### src/rtl/car_pkg.sv
// car_pkg: shared mode, state and move-bit definitions for the motion path.
package car_pkg;
  localparam logic [1:0] MODE_OFF  = 2'd0;
  localparam logic [1:0] MODE_MAN  = 2'd1;
  localparam logic [1:0] MODE_AUTO = 2'd2;
  localparam logic [1:0] MODE_SEMI = 2'd3;
  localparam int MV_FWD   = 3;
  localparam int MV_BWD   = 2;
  localparam int MV_LEFT  = 1;
  localparam int MV_RIGHT = 0;
  typedef enum logic [2:0] {
    ST_IDLE    = 3'd0,
    ST_SWITCH  = 3'd1,
    ST_RUN     = 3'd2,
    ST_DEAD    = 3'd3,
    ST_BARRIER = 3'd4
  } state_t;
  function automatic logic [3:0] sanitize_move(input logic [3:0] m);
    logic [3:0] s;
    s = m;
    if (m[MV_FWD] && m[MV_BWD]) begin
      s[MV_FWD] = 1'b0;
      s[MV_BWD] = 1'b0;
    end
    if (m[MV_LEFT] && m[MV_RIGHT]) begin
      s[MV_LEFT]  = 1'b0;
      s[MV_RIGHT] = 1'b0;
    end
    return s;
  endfunction
  function automatic logic [1:0] sanitize_bar(input logic [1:0] b);
    return (&b) ? 2'b00 : b;
  endfunction
endpackage

### src/rtl/motion_arbiter_if.sv
// motion_arbiter_if: mode-generator requests in, device commands and debug state out.
interface motion_arbiter_if;
  logic [1:0] mode;
  logic [3:0] man_move;
  logic [3:0] semi_move;
  logic [3:0] auto_move;
  logic [1:0] man_barrier;
  logic [1:0] auto_barrier;
  logic [3:0] move_signal;
  logic       place_barrier;
  logic       destroy_barrier;
  logic [2:0] state_out;
  modport master (
    output mode, man_move, semi_move, auto_move, man_barrier, auto_barrier,
    input  move_signal, place_barrier, destroy_barrier, state_out
  );
  modport slave (
    input  mode, man_move, semi_move, auto_move, man_barrier, auto_barrier,
    output move_signal, place_barrier, destroy_barrier, state_out
  );
endinterface

### src/rtl/hold_timer.sv
// hold_timer: loadable saturating down-counter; done flags the last cycle of a hold (count of 1).
module hold_timer #(
  parameter int CNT_W = 3
) (
  input  logic             clk,
  input  logic             rst_n,
  input  logic             load,
  input  logic             en,
  input  logic [CNT_W-1:0] load_val,
  output logic             done
);
  logic [CNT_W-1:0] cnt;
  always_ff @(posedge clk or negedge rst_n)
    if (!rst_n) cnt <= '0;
    else if (load) cnt <= load_val;
    else if (en && cnt != '0) cnt <= cnt - 1'b1;
  assign done = (cnt == CNT_W'(1));
endmodule

### src/rtl/motion_arbiter.sv
// motion_arbiter: selects the active mode's motion request, inserts stop intervals on
// mode switches and reversals, and issues barrier commands as fixed pulses while stopped.
module motion_arbiter
  import car_pkg::*;
#(
  parameter int DEAD_TIME     = 4,
  parameter int BARRIER_PULSE = 3,
  parameter int CNT_W         = 3
) (
  input logic           clk,
  input logic           reset,
  motion_arbiter_if.slave bus
);
  state_t           state, state_d;
  logic [1:0]       mode_q, bar_q, sel_bar, san_bar, ev;
  logic [3:0]       sel_move, san_move, move_q, move_d;
  logic             place_q, destroy_q, place_d, destroy_d;
  logic             load, en, done, rev;
  logic [CNT_W-1:0] load_val;
  always_comb begin
    sel_move = (mode_q == MODE_MAN)  ? bus.man_move  :
               (mode_q == MODE_AUTO) ? bus.auto_move :
               (mode_q == MODE_SEMI) ? bus.semi_move : 4'b0000;
    sel_bar  = (mode_q == MODE_MAN)  ? bus.man_barrier  :
               (mode_q == MODE_AUTO) ? bus.auto_barrier : 2'b00;
  end
  assign san_move = sanitize_move(sel_move);
  assign san_bar  = sanitize_bar(sel_bar);
  // bar_q follows the request every cycle, so a level held through a stop never fires later
  assign ev       = san_bar & ~bar_q;
  assign rev      = (move_q[MV_FWD] & san_move[MV_BWD]) | (move_q[MV_BWD] & san_move[MV_FWD]);
  assign en       = (state == ST_SWITCH) || (state == ST_DEAD) || (state == ST_BARRIER);
  hold_timer #(.CNT_W(CNT_W)) u_timer (
    .clk     (clk),
    .rst_n   (reset),
    .load    (load),
    .en      (en),
    .load_val(load_val),
    .done    (done)
  );
  always_ff @(posedge clk or negedge reset)
    if (!reset) state <= ST_IDLE;
    else state <= state_d;
  always_comb begin
    state_d  = state;
    load     = 1'b0;
    load_val = CNT_W'(DEAD_TIME);
    if (bus.mode == MODE_OFF) state_d = ST_IDLE;
    else if (state == ST_IDLE || bus.mode != mode_q) begin
      state_d = ST_SWITCH;
      load    = 1'b1;
    end else
      case (state)
        ST_SWITCH: state_d = done ? ST_RUN : ST_SWITCH;
        ST_RUN:
          if (ev != 2'b00) begin
            state_d  = ST_BARRIER;
            load     = 1'b1;
            load_val = CNT_W'(BARRIER_PULSE);
          end else if (rev) begin
            state_d = ST_DEAD;
            load    = 1'b1;
          end
        ST_DEAD, ST_BARRIER: state_d = done ? ST_RUN : state;
        default: state_d = ST_IDLE;
      endcase
  end
  // SWITCH hands over with one idle RUN cycle; DEAD/BARRIER exits drive the live request at once
  always_comb begin
    move_d    = (state_d == ST_RUN && state != ST_SWITCH) ? san_move : 4'b0000;
    place_d   = (state_d == ST_BARRIER) && ((state == ST_BARRIER) ? place_q : ev[1]);
    destroy_d = (state_d == ST_BARRIER) && ((state == ST_BARRIER) ? destroy_q : ev[0]);
  end
  always_ff @(posedge clk or negedge reset)
    if (!reset) begin
      mode_q    <= MODE_OFF;
      bar_q     <= 2'b00;
      move_q    <= 4'b0000;
      place_q   <= 1'b0;
      destroy_q <= 1'b0;
    end else begin
      mode_q    <= bus.mode;
      bar_q     <= san_bar;
      move_q    <= move_d;
      place_q   <= place_d;
      destroy_q <= destroy_d;
    end
  assign bus.move_signal     = move_q;
  assign bus.place_barrier   = place_q;
  assign bus.destroy_barrier = destroy_q;
  assign bus.state_out       = state;
endmodule

### src/flat_wrapper.sv
// flat-port wrapper written by rule: the top's interface ports become plain ports
module motion_arbiter_flat import car_pkg::*;
#(
  parameter int DEAD_TIME     = 4,
  parameter int BARRIER_PULSE = 3,
  parameter int CNT_W         = 3
)
  (clk, reset, bus_mode, bus_man_move, bus_semi_move, bus_auto_move, bus_man_barrier, bus_auto_barrier, bus_move_signal, bus_place_barrier, bus_destroy_barrier, bus_state_out);
  motion_arbiter_if bus_i ();
  input logic clk;
  input logic reset;
  input wire logic [$bits(bus_i.mode)-1:0] bus_mode;
  input wire logic [$bits(bus_i.man_move)-1:0] bus_man_move;
  input wire logic [$bits(bus_i.semi_move)-1:0] bus_semi_move;
  input wire logic [$bits(bus_i.auto_move)-1:0] bus_auto_move;
  input wire logic [$bits(bus_i.man_barrier)-1:0] bus_man_barrier;
  input wire logic [$bits(bus_i.auto_barrier)-1:0] bus_auto_barrier;
  output wire logic [$bits(bus_i.move_signal)-1:0] bus_move_signal;
  output wire logic [$bits(bus_i.place_barrier)-1:0] bus_place_barrier;
  output wire logic [$bits(bus_i.destroy_barrier)-1:0] bus_destroy_barrier;
  output wire logic [$bits(bus_i.state_out)-1:0] bus_state_out;
  assign bus_i.mode = bus_mode;
  assign bus_i.man_move = bus_man_move;
  assign bus_i.semi_move = bus_semi_move;
  assign bus_i.auto_move = bus_auto_move;
  assign bus_i.man_barrier = bus_man_barrier;
  assign bus_i.auto_barrier = bus_auto_barrier;
  assign bus_move_signal = bus_i.move_signal;
  assign bus_place_barrier = bus_i.place_barrier;
  assign bus_destroy_barrier = bus_i.destroy_barrier;
  assign bus_state_out = bus_i.state_out;
  motion_arbiter #(.DEAD_TIME(DEAD_TIME), .BARRIER_PULSE(BARRIER_PULSE), .CNT_W(CNT_W)) u_core (.clk(clk), .reset(reset), .bus(bus_i));
endmodule
### config.mk
export PLATFORM = sky130hd
export DESIGN_NAME = motion_arbiter_flat
export DESIGN_NICKNAME = d
export VERILOG_FILES = /design/src/rtl/car_pkg.sv /design/src/rtl/motion_arbiter_if.sv /design/src/rtl/hold_timer.sv /design/src/rtl/motion_arbiter.sv /design/src/flat_wrapper.sv
export SDC_FILE = /design/constraint.sdc
export NUM_CORES = 1
export LEC_CHECK = 0
export BUFFER_PORTS_ARGS = -buffer_cell sky130_fd_sc_hd__buf_2
export CORE_ASPECT_RATIO = 0.6
export CORE_UTILIZATION = 46
export DETAILED_ROUTE_END_ITERATION = 8
export PLACE_DENSITY = 0.81
export RECOVER_POWER = 25
export SYNTH_ARGS = -nofsm -noshare
export SYNTH_HDL_FRONTEND = slang
export SYNTH_SLANG_ARGS = --single-unit
### constraint.sdc
create_clock -name clk -period 1.7 [get_ports clk]
set_input_delay 0.255 -clock clk [delete_from_list [all_inputs] [get_ports clk]]
set_output_delay 0.255 -clock clk [all_outputs]
set_load 0.02 [all_outputs]
# ---- After elaboration in Yosys (flattened, before gate mapping)
# Index checks and enable logic that the tools add are counted.
dict set report totals {
  reg_bits 16
  in_bits 20
  out_inout_bits 9
  elab_cells 70
}
dict set report classes {
  n_addsub 1
  n_eq_ne 12
  n_mux 29
  bitwise 5
  n_reduce_logical 16
}
# cell count
set op_table {}
lappend op_table {{3-bit two-way mux} 11}
lappend op_table {{4-bit two-way mux} 4}
lappend op_table {{2-bit two-way mux} 6}
lappend op_table {{3-bit by 2-bit equality test with 1-bit output, second input constant} 3}
lappend op_table {{3-bit case mux with 3 select lines} 1}
lappend op_table {{1-bit two-way mux} 7}
lappend op_table {{3-bit by 1-bit equality test with 1-bit output, second input constant} 2}
lappend op_table {{3-bit equality test, second input constant} 2}
lappend op_table {{1-bit logical AND} 6}
lappend op_table {{2-bit equality test, second input constant} 2}
lappend op_table {{2-bit nonzero test} 2}
lappend op_table {{3-bit zero test} 1}
lappend op_table {{1-bit logical OR} 3}
lappend op_table {{3-bit by 1-bit inequality test with 1-bit output, second input constant} 1}
lappend op_table {{3-bit nonzero test} 1}
lappend op_table {{3-bit by 1-bit subtractor with 3-bit output, second input constant} 1}
lappend op_table {{1-bit bitwise AND} 2}
lappend op_table {{2-bit bitwise AND} 1}
lappend op_table {{2-bit by 1-bit equality test with 1-bit output, second input constant} 1}
lappend op_table {{2-bit zero test} 1}
lappend op_table {{2-bit inequality test} 1}
lappend op_table {{2-bit inverter} 1}
lappend op_table {{2-bit AND reduction} 1}
lappend op_table {{2-bit OR reduction} 1}
lappend op_table {{1-bit bitwise OR} 1}

# ---- Longest topological paths before layout
# Gate-level depths: netlist of run 1.
dict set report logic_depth {
  word_depth 16
  depth_mapped 8
  depth_no_buf 7
}

# ---- Cells and area by module
# From an unflattened synthesis of run 1, not the netlist that was laid out.
dict set report hier_totals {
  cells_unflattened 118
  hier_area_um2 1114.8
}
# module n_inst cells_each area_each_um2
set by_module_without_submodules {}
lappend by_module_without_submodules {motion_arbiter 1 94 893.4}
lappend by_module_without_submodules {hold_timer 1 24 221.5}

# ---- Worst setup path before layout of run 1
# OpenSTA, ideal clock, no wires.
dict set report synth_timing {
  path_type {reg2reg}
  startpoint {register u_core.mode_q[0]}
  endpoint {register u_core.move_q[1] (netlist: u_core.bus.move_signal[1])}
  setup_ps 96
  arrival_ps 1718
  setup_slack_ps -114
  stages_incl_launch_ff 8
  path_buffers 1
  period_less_slack_ps 1814
  cell_sequence {dfrtp_1 buf_6 mux2_4 a22o_1 nand3_2 a211oi_1 o32a_4 nor4_2}
}
dict set report synth_between {
  elab_chain_len 16
  elab_cells_between_ends 29
  classes_between {eq/ne (5); mux (14); bitwise (4); reduce/logical (6)}
}
# element line_no
set synth_lines {}
lappend synth_lines {{from (decl)} motion_arbiter.sv:15} ;# logic [1:0] mode_q, bar_q, sel_bar, san_bar, ev;
lappend synth_lines {{from (signal assigned)} motion_arbiter.sv:82} ;# mode_q <= bus.mode;
lappend synth_lines {{2-bit equality test} motion_arbiter.sv:23} ;# (mode_q == MODE_SEMI) ? bus.semi_move : 4'b0000;
lappend synth_lines {{4-bit two-way mux} motion_arbiter.sv:23}
lappend synth_lines {{4-bit two-way mux} motion_arbiter.sv:22} ;# (mode_q == MODE_AUTO) ? bus.auto_move :
lappend synth_lines {{4-bit two-way mux} motion_arbiter.sv:21} ;# sel_move = (mode_q == MODE_MAN) ? bus.man_move :
lappend synth_lines {{1-bit logical AND} car_pkg.sv:21} ;# if (m[MV_FWD] && m[MV_BWD]) begin
lappend synth_lines {{2-bit two-way mux} car_pkg.sv:21}
lappend synth_lines {{1-bit bitwise AND} motion_arbiter.sv:31} ;# assign rev = (move_q[MV_FWD] & san_move[MV_BWD]) | (move_q[MV_BWD] & san_move[MV_FWD]);
lappend synth_lines {{1-bit bitwise OR} motion_arbiter.sv:31}
lappend synth_lines {{[2 not listed]} -}
lappend synth_lines {{3-bit case mux with 3 select lines} motion_arbiter.sv:53} ;# case (state)
lappend synth_lines {{3-bit two-way mux *} motion_arbiter.sv:49} ;# else if (state == ST_IDLE || bus.mode != mode_q) begin
lappend synth_lines {{3-bit two-way mux *} motion_arbiter.sv:48} ;# if (bus.mode == MODE_OFF) state_d = ST_IDLE;
lappend synth_lines {{net u_core.state_d[0]} motion_arbiter.sv:14} ;# state_t state, state_d;
lappend synth_lines {{3-bit by 2-bit equality test with 1-bit output *} motion_arbiter.sv:70} ;# move_d = (state_d == ST_RUN && state != ST_SWITCH) ? san_move : 4'b0000;
lappend synth_lines {{1-bit logical AND *} motion_arbiter.sv:70}
lappend synth_lines {{4-bit two-way mux *} motion_arbiter.sv:70}
lappend synth_lines {{net u_core.move_d[1]} motion_arbiter.sv:16} ;# logic [3:0] sel_move, san_move, move_q, move_d;
lappend synth_lines {{to (signal assigned)} motion_arbiter.sv:84} ;# move_q <= move_d;
lappend synth_lines {{to (decl)} motion_arbiter.sv:16}
# The timed path passes the listed nets; every way through them passes the cells marked *.
# A chain may end at the register's enable or synchronous reset.

# ---- Worst setup path after layout of run 1
dict set report layout_timing {
  startpoint {register u_core.mode_q[0]}
  endpoint {register u_core.move_q[2] (netlist: u_core.bus.move_signal[2])}
}
dict set report layout_between {
  elab_chain_len 16
  elab_cells_between_ends 27
  classes_between {eq/ne (5); mux (13); bitwise (4); reduce/logical (5)}
}
# element line_no
set layout_lines {}
lappend layout_lines {{2-bit equality test} motion_arbiter.sv:23}
lappend layout_lines {{4-bit two-way mux} motion_arbiter.sv:23}
lappend layout_lines {{4-bit two-way mux} motion_arbiter.sv:22}
lappend layout_lines {{4-bit two-way mux} motion_arbiter.sv:21}
lappend layout_lines {{1-bit logical AND} car_pkg.sv:21}
lappend layout_lines {{2-bit two-way mux} car_pkg.sv:21}
lappend layout_lines {{1-bit bitwise AND} motion_arbiter.sv:31}
lappend layout_lines {{1-bit bitwise OR} motion_arbiter.sv:31}
lappend layout_lines {{3-bit two-way mux} motion_arbiter.sv:60} ;# end else if (rev) begin
lappend layout_lines {{3-bit two-way mux} motion_arbiter.sv:56} ;# if (ev != 2'b00) begin
lappend layout_lines {{3-bit case mux with 3 select lines} motion_arbiter.sv:53}
lappend layout_lines {{3-bit two-way mux} motion_arbiter.sv:49}
lappend layout_lines {{3-bit two-way mux} motion_arbiter.sv:48}
lappend layout_lines {{3-bit by 2-bit equality test with 1-bit output} motion_arbiter.sv:70}
lappend layout_lines {{1-bit logical AND} motion_arbiter.sv:70}
lappend layout_lines {{4-bit two-way mux *} motion_arbiter.sv:70}
lappend layout_lines {{net u_core.move_d[2]} motion_arbiter.sv:16}
# Marked as above.

==> results.toml, run 1 <==
[clocking]
cts_buffers = 3
htree_levels = 1
clkLatencyLatePin_ps = 260
clk_pin_slew_ps = 60
clockBufferDepth = 2
clkSinkCount = 16
cts_root_buffer = "clkbuf_8"
cts_tree = "yes"

[global_routing]
antenna_found_initial = 0
gr-usage-met3_pct = 7.35
grt_pass1_vias = 1029
track_usage_pct = 28.6
grt-ovfl-total = 0
grt_max_degree = 17
grt_pass1_wl_um = 4950
grt.busiest_layer = "met2"
grt_use_met1_pct = 33.0
grtUsageMet2_pct = 52.1

[cells_and_area]
final_area_um2 = 1660
antenna_cells = 0
drive_gt1_share_pct = 54.9
syn_to_final_growth_pct = 56.5
layout.nets = 188
finish.utilization_pct = 76.3

[logic_synthesis]
ys_top_cells_by_count = "16 x dfrtp_1, 10 x nand2_1, 8 x inv_1, 7 x a21oi_1, 7 x nor2_1"
yosysTopAreaCellShare_pct = 37.7
synth_top_area_cell = "dfrtp_1"
syn_area_um2 = 1060
synth_seq_cells = 16
synthSimpleGateAreaFrac_pct = 22.3
post-synth-top-count-cell = "dfrtp_1"
yosysSeqAreaShare_pct = 37.7
yosysWarningCount = 0
synth_compound_area_share_pct = 23.1
synthCells = 111
yosys_most_used_dff = "dfrtp_1"
synthAdderAreaFrac_pct = 3.53
synth_edf_count = 0
syn_nets = 134
synthXorXnorAreaFrac_pct = 2.47
synth_async_sr_flop_share_pct = 100
synth.avg_cell_area_um2 = 9.57
synthMuxAreaShare_pct = 4.95
synth_top_family_by_area = "compound AO/OA/AOI/OAI gates"
ys_top_cells_by_area = "dfrtp_1 38%, ha_1 3.5%, nand2_1 3.5%"
yosysUniqueCellTypes = 39

[timing]
relSlewSlack_pct = 43.2
rsz0062_at_grt = "yes"
setup_viol = 9
post-route-min-period_ps = 1950
slew_violations = 0
hold_violations = 0
setup_slack_ps = -254
fin_crit_sh_pct = 115
finClkSkew_ps = 4.11
max_clock_freq_ghz = 0.512
worst_pin_slew_ps = 852

[power_and_ir_drop]
irDropWorstVdd_mv = 0.488
p_leak_nw = 0.771
power_density_nw_per_um2 = 739

[drt]
drt-vias-per-instance = 5.94
drc = 0
dr.pass1.iters = 4
drt_iter0_markers = 145
via_count = 1152
drtAntennaViolNets = 0
wl_per_cell_um = 18.9
wirelength_um = 3670

[setup_path]
crit_path_start_kind = "register"
path_class = "register to register"
required_ps = 1850
arrival_ps = 2110
cp_max_fo = 6
cp-end-kind = "register"

[job]
cap_violations = 0

[floorplan]
num_rows = 13
die_y_um = 39.2
die_area_um2 = 2510
pin_count = 29
start_util_pct = 48.7
core_um2 = 2180
die_x_um = 64.0

[placed_design]
dpl_cell_area_um2 = 1320
gp_congestion = 0.916
portBuffers = 28
dp_hpwl_um = 2230

[status]
status = "complete, but fails checks"
violations = "negative setup slack"

[min_path]
hp-class = "primary input to register"
[sequential cells by signal, summed over array words and instances (netlist names)]
signal,flops
u_core.bar_q,2
u_core.bus.destroy_barrier,1
u_core.bus.move_signal,4
u_core.bus.place_barrier,1
u_core.bus.state_out,3
u_core.mode_q,2
u_core.u_timer.cnt,3
[final cells by class]
cell class | count | area [µm²]
multi-input cells | 83 | 786
clock buffers | 4 | 55.1
fillers | 153 | 517
inverters | 8 | 30.0
flip-flops and latches | 16 | 403
repair buffers | 53 | 352
well taps | 30 | 37.5
[worst max-delay path, cell delays in order, from the launching register on]
cell      delay, ps
dfrtp_2         450
buf_6           130
and4bb_1        180
o21bai_1        190
buf_4           160
a21oi_2          60
o21ai_2         140
nand2_2         130
buf_12          170
nor4_4          240
[what timing repair did]
action / 4_1_cts / 5_1_grt
endpoints found under the setup margin: 12 / 12
gates resized for setup: 19 / 20
buffers inserted: 6 / 4
hold buffers: 1 / 0
pin swaps: 12 / 12
hold endpoints to repair: 16 / 0
[placed cells by master, fill, tap and decap left out, types with 3 or more instances in the layout]
| cell type | count |
|---|---|
| inv_1 | 8 |
| a21o_1 | 3 |
| dfrtp_1 | 14 |
| nand2_1 | 8 |
| xnor2_1 | 3 |
| a21oi_1 | 4 |
| buf_6 | 3 |
| ha_1 | 3 |
| buf_4 | 20 |
| clkbuf_8 | 4 |
| nor4_4 | 3 |
| nor2_1 | 6 |
| o21ai_0 | 4 |
| buf_2 | 26 |
[worst paths after layout]
path                                            start                    endpoint  slack [ps]  cells past startpoint
min                                       bus_mode[1]            u_core.mode_q[1]         210                      1
min in group asynchronous                       reset     u_core.bus.state_out[0]         620                      2
min reg2reg                u_core.bus.destroy_barrier  u_core.bus.destroy_barrier         550                      2
max                                  u_core.mode_q[0]   u_core.bus.move_signal[2]        -250                      9
max reg2reg                          u_core.mode_q[0]   u_core.bus.move_signal[2]        -250                      9
max in group asynchronous                       reset            u_core.mode_q[0]         500                      2
[stage by stage]
step | std cells | setup TNS, ps | hold slack, ps | setup WS, ps | total power, mW
global route | 194 | -2320 | 204 | -356 | 1.29
floorplan | 111 | -318 | -40.6 | -113 | 0.664
finish | 194 | -1540 | 208 | -254 | 1.23
global placement | 179 | -959 | 188 | -241 | 0.756
CTS | 190 | -1110 | 186 | -197 | 1.16
detailed placement | 179 | -1960 | 186 | -299 | 0.787
[logic make-up (layout without fill, tap and decap cells)]
kind of cell / after synthesis / in the layout
simple gates: 38 / 38
buf+inv: 12 / 65
compound gates: 35 / 35
fa+ha+maj: 3 / 3
xor+xnor: 3 / 3
mux: 4 / 4
flops: 16 / 16
[per-layer routing]
| layer | share of wire, % | vias up |
|---|---|---|
| li1 | - | 513 |
| met4 | 4.0 | 0 |
| met2 | 49 | 64 |
| met1 | 39 | 558 |
| met3 | 8.0 | 17 |
| met5 | 0 | - |
[report_power, final]
group	switching [mW]	internal, mW	leakage (nW)
sequential	0.0344	0.416	0.207
clock	0.135	0.206	0.0288
combinational	0.241	0.197	0.536
total	0.410	0.819	0.771
No activity file was read; power rests on OpenSTA's default activity.
==> inputs of run 2 (changes only) <==
PLACE_DENSITY = 0.74   (was 0.81)
==> run 2 against run 1 <==
Net effect:
- the flow still finishes with violations (negative setup slack)
- critical endpoint is now u_core.u_timer.cnt[2]
- critical path type unchanged
- sequential power decreased by 0.9%
- largest cell class unchanged
- global-route usage decreased by 3.7 points
- power decreased by 1.8%
- combinational power decreased by 7.3%
- clock skew increased by 1.1 ps
- die area unchanged
- critical path depth decreased by 1
- register-to-register slack about the same
- sequential share of layout area increased by 1.4 points
- setup slack improved by 8.3 ps
- non-clock buffer count unchanged
==> results.toml, run 2 (synthesized netlist as in run 1, its figures left out) <==
[floorplan]
die_area_um2 = 2510
core_um2 = 2180
pin_count = 29
start_util_pct = 48.7
die_y_um = 39.2
die_x_um = 64.0
num_rows = 13

[cells_and_area]
drive_gt1_share_pct = 48.8
largest_reg_flops = 4
finish.utilization_pct = 72.2
layout_commonest_cell = "buf_2"
antenna_cells = 0
syn_to_final_growth_pct = 48.2
finalNonFillerCells = 194
most-common-layout-cells = "25 x buf_2, 19 x buf_4, 14 x dfrtp_1"
fillers = 174
layout.nets = 188

[global_routing]
grt_pass1_vias = 968
grt-ovfl-total = 0
antenna_found_initial = 0
grt_pass1_wl_um = 4430
track_usage_pct = 24.9
grt_max_degree = 17

[timing]
relSlewSlack_pct = 36.2
finClkSkew_ps = 5.19
setup_viol = 12
rsz0062_at_grt = "yes"
hold_violations = 0
whs_ps = 210
slew_violations = 0
fin_crit_sh_pct = 114
post-route-min-period_ps = 1950
max_clock_freq_ghz = 0.514
setup_slack_ps = -246
worst_pin_slew_ps = 957

[status]
violations = "negative setup slack"
status = "complete, but fails checks"

[drt]
wl_per_cell_um = 15.8
wirelength_um = 3070
drt_iter0_markers = 80
dr.pass1.iters = 4
drc = 0
drtAntennaViolNets = 0
drt-vias-per-instance = 5.60
via_count = 1087

[setup_path]
required_ps = 1880
regToRegSetupSlack_ps = -250
crit_path_start_kind = "register"
reg2reg_depth = 8
cp_max_fo = 5
rr_startpoint = "u_core.mode_q[0]"
arrival_ps = 2120
r2r-end = "u_core.u_timer.cnt[2]"
path_class = "register to register"
cp-end-kind = "register"

[placed_design]
portBuffers = 28
gp_congestion = 0.800
dp_hpwl_um = 2010
dpl.cell_count = 176

[power_and_ir_drop]
irDropWorstVdd_mv = 0.403
power_density_nw_per_um2 = 767
p_leak_nw = 0.744

[job]
cap_violations = 0

[clocking]
clkSinkCount = 16
cts_root_buffer = "clkbuf_8"
clkLatencyLatePin_ps = 260
clk_pin_slew_ps = 70
cts_tree = "yes"
htree_levels = 1
clockBufferDepth = 2
cts_buffers = 3

[min_path]
hp-class = "primary input to register"
hp-start = "bus_mode[0]"
whs_endpoint = "u_core.mode_q[0]"
holdPathStages = 1
-- run 2: repair_timing --
action                     in CTS  in global routing
gates resized for setup        16                  8
pin swaps                      10                 10
hold endpoints to repair       16                  0
setup endpoints to repair      12                 12
buffers inserted                8                  5
hold buffers                    1                  0
-- run 2: power by group --
group	total (mW)	internal [mW]	leakage, nW	switching, mW
registers	0.447	0.416	0.207	0.0313
logic	0.406	0.193	0.509	0.213
clock network	0.354	0.206	0.0288	0.148
total	1.21	0.815	0.744	0.392
-- run 2: cell type report --
type / instances / area [µm²] / share of cell area [%]
multi-input cells: 83 / 694 / 44.1
flip-flops and latches: 16 / 403 / 25.6
repair buffers: 53 / 354 / 22.5
clock buffers: 4 / 55.1 / 3.50
well taps: 30 / 37.5 / 2.38
inverters: 8 / 30.0 / 1.91
-- run 2: routing by layer --
layer / vias up / part of all wire [%] / global-route usage (%)
met5: - / 0 / 0
met4: 0 / 0.42 / 5.11
met3: 2 / 6.2 / 6.18
met2: 38 / 50 / 42.0
met1: 531 / 44 / 32.6
li1: 516 / - / -
-- run 2: per-stage QoR --
| stage | area [µm²] | total power, mW | setup TNS [ps] | worst slack (ps) |
|---|---|---|---|---|
| global route | 1570 | 1.27 | -2600 | -358 |
| floorplan | 1070 | 0.664 | -318 | -113 |
| global placement | 1310 | 0.758 | -1150 | -217 |
| finish | 1570 | 1.21 | -1440 | -246 |
| CTS | 1490 | 1.17 | -830 | -162 |
| detailed placement | 1310 | 0.774 | -1930 | -285 |
-- run 2: worst max-delay path by stage --
stage,from,end,slack (ps),cells past startpoint
6_report,u_core.mode_q[0],u_core.u_timer.cnt[2],-250,8
3_3_place_gp,u_core.mode_q[0],u_core.bus.move_signal[3],-220,6
5_1_grt,u_core.mode_q[0],u_core.u_timer.cnt[2],-360,8
3_5_place_dp,u_core.mode_q[0],u_core.u_timer.cnt[2],-290,6
4_1_cts,u_core.mode_q[0],u_core.bus.move_signal[1],-160,6
2_1_floorplan,u_core.mode_q[0],u_core.bus.move_signal[1],-110,7
-- run 2: critical path, stage by stage (launching register included) --
cell	delay [ps]
dfrtp_2	450
buf_6	130
and4bb_1	200
o21bai_1	210
buf_4	160
and2_4	140
nand4_1	190
a21o_1	230
o221ai_2	160
==> inputs of run 3 (changes only) <==
BUFFER_PORTS_ARGS = unset   (was -buffer_cell sky130_fd_sc_hd__buf_2)
CORE_ASPECT_RATIO = unset   (was 0.6)
CORE_UTILIZATION = 66   (was 46)
DONT_BUFFER_PORTS = 1   (was unset)
PLACE_DENSITY = 0.82   (was 0.74)
clock period = 2.33 ns   (was 1.7 ns; I/O delays follow)
==> run 3 against run 2 <==
Net effect:
- the flow now finishes without violations
- non-clock buffer count fell by 51
- worst hold slack got worse by 130 ps
- setup slack improved by 510 ps
- sequential share of layout area rose by 11 points
- final cell count fell by 34%
- combinational power fell by 55%
- critical path depth fell by 2
- clock power fell by 59%
- cell area fell by 31%
- count of clock-buffer cells in the layout fell by 1
- sequential power fell by 26%
- critical path type unchanged
- flip-flop and latch count did not move
==> results.toml, run 3 (synthesized netlist as in run 1, its figures left out) <==
[cells_and_area]
syn_to_final_growth_pct = 2.47
drive_gt1_share_pct = 13.4
fillers = 109
layout.nets = 137
regArea_um2 = 400
most-common-layout-cells = "16 x dfrtp_1, 10 x nand2_1, 8 x inv_1"
largest_reg_flops = 4
antenna_cells = 0
layout_commonest_cell = "dfrtp_1"
multi_input_area_um2 = 598

[floorplan]
die_y_um = 42.1
die_area_um2 = 1770
start_util_pct = 70.5
core_um2 = 1510
pin_count = 29
num_rows = 14
die_x_um = 42.1

[setup_path]
required_ps = 2520
rr_startpoint = "u_core.mode_q[0]"
crit_chain = "mux2_4 -> a22o_1 -> nand3_2 -> a211oi_1 -> o32a_4 -> nor4_2"
crit_buf_inv = 0
critical_path.top_delay_family = "compound AO/OA/AOI/OAI gates"
cp_slowest_stage_delay_ps = 570
cp_slowest_cell = "dfrtp_1"
crit_start = "u_core.mode_q[0]"
cp_max_fo = 10
arrival_ps = 2260
path_class = "register to register"
cp-end-kind = "register"
crit_path_start_kind = "register"

[global_routing]
grt_pass1_vias = 811
antenna_found_initial = 0
grt_max_degree = 17
grtUsageMet2_pct = 43.8
grt.busiest_layer = "met2"
grt-ovfl-total = 0
track_usage_pct = 27.8
gr-usage-met3_pct = 8.19
grt_use_met1_pct = 37.4
grt_pass1_wl_um = 3760

[clocking]
cts_buffers = 3
clockBufferDepth = 2
clkSinkCount = 16
clk_pin_slew_ps = 90
htree_levels = 1
cts_resized = 0
cts_root_buffer = "clkbuf_4"
cts_tree = "yes"
clkLatencyLatePin_ps = 290

[timing]
worst_pin_slew_ps = 699
setup_viol = 0
fin_crit_sh_pct = 88.8
tns_ps = 0
rsz0062_at_grt = "no"
post-route-min-period_ps = 2070
finClkSkew_ps = 4.42
slew_violations = 0
max_clock_freq_ghz = 0.483
hold_violations = 0
relSlewSlack_pct = 53.3

[power_and_ir_drop]
power_density_nw_per_um2 = 604
finalPower_uw = 657
irDropWorstVdd_mv = 0.560
p_leak_nw = 0.470

[job]
cap_violations = 0

[drt]
dr.pass1.iters = 4
drtAntennaViolNets = 0
wirelength_um = 2130
drt-vias-per-instance = 6.60
drt_iter0_markers = 14
wl_per_cell_um = 16.7
via_count = 845
drc = 0

[placed_design]
dp_hpwl_um = 1700
portBuffers = 0
gp_congestion = 0.964

[min_path]
hp-class = "primary input to register"
hp-start = "bus_mode[0]"

[status]
status = "finished, final reports clean"
[run 3: cell count changes in the layout (fill, tap and decap cells not counted), sizes merged]
cell / delta
clkbuf: -4
buf: -48
[run 3: path summary, 6_finish.rpt]
path	endpoint	slack, ps	cells past startpoint
setup reg to reg	u_core.bus.move_signal[1]	260	6
min in group asynchronous	u_core.bar_q[0]	540	1
max in group asynchronous	u_core.u_timer.cnt[0]	1350	1
hold / removal	u_core.mode_q[0]	80	0
hold reg to reg	u_core.u_timer.cnt[2]	660	2
setup / recovery	u_core.bus.move_signal[1]	260	6
[run 3: through the flow]
stage | utilization, % | std cells | cell area, µm² | hold WS [ps] | worst slack [ps]
floorplan | - | 111 | 1060 | 53.9 | 516
global placement | 70.1 | 124 | 1060 | 54.2 | 375
detailed placement | 70.1 | 124 | 1060 | 54.2 | 292
CTS | 72.3 | 128 | 1090 | 68.9 | 265
global route | 72.3 | 128 | 1090 | 55.5 | 143
finish | 72.3 | 128 | 1090 | 75.9 | 261
[run 3: where the power goes]
group	internal, mW	switching (mW)
logic	0.0828	0.102
registers	0.303	0.0261
clock network	0.0603	0.0841
total	0.446	0.212
[run 3: timing repair]
action | CTS | global route
hold buffers | 1 | 0
endpoints found under the hold margin | 16 | 0
setup buffers | 0 | 0
[run 3: final cells by class]
class	instances	share of cell area (%)
Clock buffer	3	2.07
Inverter	8	2.76
Sequential cell	16	36.8
Multi-Input combinational cell	83	54.9
Tap cell	16	1.84
Timing Repair Buffer	2	1.61
[run 3: per-layer routing]
| layer | vias to the layer above | part of all wire [%] |
|---|---|---|
| met5 | - | 0 |
| met4 | 0 | 1.5 |
| met3 | 2 | 7.8 |
| met2 | 35 | 47 |
| met1 | 397 | 43 |
| li1 | 411 | - |
